## config.mk

```make
export PLATFORM = sky130hd
export DESIGN_NAME = x_rams_pipe
export DESIGN_NICKNAME = d
export VERILOG_FILES = /design/src/rtl/x_rams_pipe.sv
export SDC_FILE = /design/constraint.sdc
export NUM_CORES = 1
export LEC_CHECK = 0
export ABC_AREA = 0
export ABC_CLOCK_PERIOD_IN_PS = 1700
export BUFFER_PORTS_ARGS = -buffer_cell sky130_fd_sc_hd__buf_2
export CORE_MARGIN = 2
export CORE_UTILIZATION = 40
export CTS_CLUSTER_DIAMETER = 100
export DETAILED_ROUTE_END_ITERATION = 10
export SETUP_SLACK_MARGIN = 0.05
export SYNTH_ARGS = -nofsm -noshare
export SYNTH_HDL_FRONTEND = slang
export SYNTH_SLANG_ARGS = --single-unit
```

## constraint.sdc

```tcl
create_clock -name clk -period 1.7 [get_ports clk]
set_input_delay 0.17 -clock clk [delete_from_list [all_inputs] [get_ports clk]]
set_output_delay 0.17 -clock clk [all_outputs]
set_load 0.03 [all_outputs]
```

## src/rtl/x_rams_pipe.sv

```systemverilog
// rtl/x_rams_pipe.sv - simple dual-port RAM, one write port, one registered read port
// Optional second output register; collision policy selectable between read-first and write-first.
module x_rams_pipe #(
  parameter int                                WIDTH      = 1,
  parameter int                                ADDR_BITS  = 5,
  parameter logic [WIDTH*(2**ADDR_BITS)-1:0]   INIT       = '0,
  parameter string                             WRITE_MODE = "READ_FIRST",
  parameter int                                DOREG      = 0
) (
  input  logic                 clk,
  input  logic                 rst_n,
  input  logic                 we,
  input  logic [ADDR_BITS-1:0] wadr,
  input  logic [WIDTH-1:0]     i,
  input  logic                 re,
  input  logic [ADDR_BITS-1:0] radr,
  output logic [WIDTH-1:0]     o,
  output logic                 o_vld
);

  localparam int DEPTH = 2 ** ADDR_BITS;
  localparam bit WRITE_FIRST = (WRITE_MODE == "WRITE_FIRST");

  if (WIDTH < 1 || WIDTH > 64) begin : g_bad_width
    $error("x_rams_pipe: WIDTH must be 1..64");
  end
  if (ADDR_BITS < 4 || ADDR_BITS > 8) begin : g_bad_addr_bits
    $error("x_rams_pipe: ADDR_BITS must be 4..8");
  end
  if (WRITE_MODE != "READ_FIRST" && WRITE_MODE != "WRITE_FIRST") begin : g_bad_write_mode
    $error("x_rams_pipe: WRITE_MODE must be READ_FIRST or WRITE_FIRST");
  end
  if (DOREG != 0 && DOREG != 1) begin : g_bad_doreg
    $error("x_rams_pipe: DOREG must be 0 or 1");
  end

  // Flat word array: word k lives at [k*WIDTH +: WIDTH], matching the INIT layout.
  logic [WIDTH*DEPTH-1:0] mem = INIT;

  logic [WIDTH-1:0] rd_word;
  logic [WIDTH-1:0] s1_data;
  logic             s1_vld;
  logic [WIDTH-1:0] s2_data;
  logic             s2_vld;

  always_comb begin
    rd_word = mem[int'(radr)*WIDTH +: WIDTH];
    if (WRITE_FIRST && we && (wadr == radr)) begin
      rd_word = i;
    end
  end

  // The array has no reset branch, so reset only freezes it; read pipeline is cleared.
  always_ff @(posedge clk or negedge rst_n) begin
    if (!rst_n) begin
      s1_data <= '0;
      s1_vld  <= 1'b0;
      s2_data <= '0;
      s2_vld  <= 1'b0;
    end else begin
      if (we) begin
        mem[int'(wadr)*WIDTH +: WIDTH] <= i;
      end
      s1_vld <= re;
      if (re) begin
        s1_data <= rd_word;
      end
      s2_vld <= s1_vld;
      if (s1_vld) begin
        s2_data <= s1_data;
      end
    end
  end

  assign o     = (DOREG != 0) ? s2_data : s1_data;
  assign o_vld = (DOREG != 0) ? s2_vld  : s1_vld;

endmodule

```

==> run summary <==
Busiest metal layer after global routing: met2
Final critical path time including I/O delays and setup: 1.53 ns
Met3 capacity usage during global routing: 0.0318
Yosys cell types: 32
Power Density: 806 nW/µm²
CTS tree: built
Layout filler cell count: 430
Std cell rows: 25
Number of design-rule violations left by the first detailed-router iteration: 92
Number of enable flip-flop cells after synthesis: 32
Period utilisation layout: 0.901
Routing usage on met2: 0.290
Prevailing post-synth register cell: sky130_fd_sc_hd__edfxtp_1
Die outline height: 73.2 µm
Kind of critical path: in2reg
Overflow after GRT: 0
Placed Cells incl. Taps: 281
Final net count: 252
Via-to-Cell Ratio: 5.19
Setup fix buffers added after clock tree synthesis: 0
Category of cells accounting for the largest share of critical-path delay: simple AND/OR/NAND/NOR gates
RSZ-0062 raised after global routing: false
TritonCTS sink count: 34
Slew @ Worst Pin: 0.407 ns
Routed WL per cell: 14.8 µm
Post-synth design cell area: 1910 µm²
Wire length of the first global-routing pass: 6820 µm
Number of top-level design ports: 17
Layout overhead on the synthesized area: 21.5%
Flip-flop and latch count after synthesis: 34
Pleak: 0.798 nW
Number of buffer and inverter instances along the worst setup path: 3
Detailed-route wire length: 4310 µm
Type of the tightest min-delay check: in2reg
Number of setup violations in the final report: 0
Total GRT Usage: 0.175
Final RePlAce weighted congestion: 0.849
Antenna fix cells: 0
Total die area: 5350 µm²
Mapped Cells: 197
Root Buffer Master: sky130_fd_sc_hd__clkbuf_8
Design area: 2320 µm²
Maximum achievable frequency: 653 MHz
Data arrival time of the critical path: 1.53 ns
Synthesis warning total: 0
DRT antenna net count: 0
Grt met1 use: 0.219
TritonRoute pass-1 iters: 4
Ordered cell list for the critical path: buf_2 -> inv_1 -> ha_4 -> nor3b_1 -> ha_1 -> nand2b_1 -> or2_1 -> buf_4 -> nor2_2
Worst path required time: 1.70 ns
Number of global-route vias before repair: 1436
Area of the placeable core: 4660 µm²
Worst skew pair latency: 0.29 ns
Worst setup EP type: register
Clock transition time at the flip-flop clock pins of the worst setup and hold paths: 0.07 ns
Average instance area after synthesis: 9.71 µm²
Crit path max fanout: 4
Synthesized Nets: 214
Max-slew violations: 0
Critical path's slowest cell: sky130_fd_sc_hd__ha_1
Relative slew slack: 0.728
Largest incremental delay on the critical path: 0.34 ns
DRC viols: 0
Clock buffer count from CTS: 5
Largest net degree at the start of global routing: 11
Share of layout cells above drive strength 1: 0.263
Result of the run: complete, no violations
IO Port Bufs: 16
Clock Skew: 0.00397 ns
DIE WIDTH: 73.2 µm
Count of max-cap constraint violations: 0
Initial cell density of the core: 0.410
CTS Buffer Depth: 2
FFs w/ async S/R, synth: 0.0588
Final cell count without fillers: 290
HPWL reported at the end of detailed placement: 3380 µm
Final-report hold violation count: 0
Category of the worst setup path launch point: input pin
Level count of the clock H-tree: 2
Share of synthesized area occupied by flip-flops and latches: 0.528
Total number of vias: 1504
Peak ir drop on the vdd network: 0.286 mV
Initial antenna violation count: 0
Area after detailed placement: 2200 µm²
Final total power: 1.87 mW
## synth_stat cells (3+ instances only)
| library cell | instances | area share |
|---|---|---|
| sky130_fd_sc_hd__nor2_1 | 65 | 0.13 |
| sky130_fd_sc_hd__edfxtp_1 | 32 | 0.50 |
| sky130_fd_sc_hd__mux2i_1 | 17 | 0.089 |
| sky130_fd_sc_hd__nand2_1 | 17 | 0.033 |
| sky130_fd_sc_hd__nand2b_1 | 7 | 0.023 |
| sky130_fd_sc_hd__nand3_1 | 7 | 0.018 |
| sky130_fd_sc_hd__nor2b_1 | 5 | 0.016 |
| sky130_fd_sc_hd__and3_1 | 4 | 0.013 |
| sky130_fd_sc_hd__nor2_2 | 4 | 0.013 |
| sky130_fd_sc_hd__a21oi_1 | 3 | 0.0078 |
| sky130_fd_sc_hd__a22oi_1 | 3 | 0.012 |
| sky130_fd_sc_hd__buf_6 | 3 | 0.018 |
| sky130_fd_sc_hd__clkbuf_1 | 3 | 0.0059 |
| sky130_fd_sc_hd__inv_1 | 3 | 0.0059 |
| sky130_fd_sc_hd__nand4_1 | 3 | 0.0098 |
## through the flow
| stage | TNS, ns | hold WS (ns) | util | worst slack, ns |
|---|---|---|---|---|
| 2_1_floorplan | -1.28 | -0.126 | - | -0.181 |
| 3_3_place_gp | -3.53 | -0.0143 | 0.471 | -0.126 |
| 3_5_place_dp | -4.96 | -0.0142 | 0.471 | -0.184 |
| 4_1_cts | 0 | 0.0162 | 0.497 | 0.117 |
| 5_1_grt | 0 | 0.0165 | 0.499 | 0.0590 |
| 6_report | 0 | 0.0148 | 0.499 | 0.168 |
## placed cells by master, fill, tap and decap left out, types with 2 or more instances in the layout
cell / instances
sky130_fd_sc_hd__nor2_1: 60
sky130_fd_sc_hd__edfxtp_1: 32
sky130_fd_sc_hd__buf_4: 22
sky130_fd_sc_hd__mux2i_1: 17
sky130_fd_sc_hd__nand2_1: 16
sky130_fd_sc_hd__buf_2: 16
sky130_fd_sc_hd__nor2_2: 9
sky130_fd_sc_hd__clkbuf_8: 8
sky130_fd_sc_hd__nand3_1: 7
sky130_fd_sc_hd__nand2b_1: 6
sky130_fd_sc_hd__nor2b_1: 4
sky130_fd_sc_hd__and3_1: 4
sky130_fd_sc_hd__nand4_1: 3
sky130_fd_sc_hd__a21oi_1: 3
sky130_fd_sc_hd__a22oi_1: 3
sky130_fd_sc_hd__inv_1: 2
sky130_fd_sc_hd__nor3b_1: 2
sky130_fd_sc_hd__nor3_1: 2
sky130_fd_sc_hd__dfrtp_1: 2
## registers in the layout, summed over array words and instances (netlist names)
name / cells
o_vld: 1
mem: 32
o: 1
## worst paths after layout
check,from,to,slack (ns),cells past startpoint
hold reg to reg,o,o,0.56,2
hold / removal,re,o_vld,0.01,1
setup / recovery,wadr[1],mem[11],0.17,9
max in group asynchronous,rst_n,o,1.35,2
setup reg to reg,mem[5],o,0.51,5
min in group asynchronous,rst_n,o_vld,0.22,2
## logic make-up after synthesis
| group | after synthesis | synth area share |
|---|---|---|
| flops | 34 | 0.528 |
| simple gates | 121 | 0.290 |
| xor+xnor | 1 | 0.00458 |
| mux | 17 | 0.0889 |
| fa+ha+maj | 2 | 0.0131 |
| buf+inv | 11 | 0.0360 |
| compound gates | 11 | 0.0386 |
## power by group
part	internal (mW)	total, mW	switching [mW]
Combinational	0.104	0.259	0.156
Clock	0.409	0.695	0.286
Sequential	0.916	0.918	0.00276
Total	1.43	1.87	0.444
## area by class of cell
| type | instances | area (µm²) | share of cell area |
|---|---|---|---|
| repair buffers | 39 | 255 | 0.110 |
| well taps | 54 | 67.6 | 0.0291 |
| multi-input cells | 152 | 866 | 0.373 |
| inverters | 3 | 13.8 | 0.00592 |
| clock buffers | 8 | 110 | 0.0474 |
| flip-flops and latches | 34 | 1010 | 0.435 |
## worst reg2reg max path: stages, from the launching register on
cell and delay, ns:
sky130_fd_sc_hd__edfxtp_1 0.37, sky130_fd_sc_hd__mux2i_1 0.15, sky130_fd_sc_hd__a22oi_1 0.10, sky130_fd_sc_hd__and3_1 0.19, sky130_fd_sc_hd__a31oi_1 0.14, sky130_fd_sc_hd__a41oi_1 0.13
## repair_timing
item                       CTS  global route
hold buffers                 1             0
gates resized for setup      0             3
hold endpoints to repair     2             0
setup endpoints to repair    0            11
## layer usage
metal,part of all wire,routed length (µm),vias to the layer above
met3,0.053,228,7
met5,0,0,-
met2,0.50,2130,50
li1,-,-,751
met1,0.43,1870,696
met4,0.017,73,0
No activity file was read; power rests on OpenSTA's default activity.
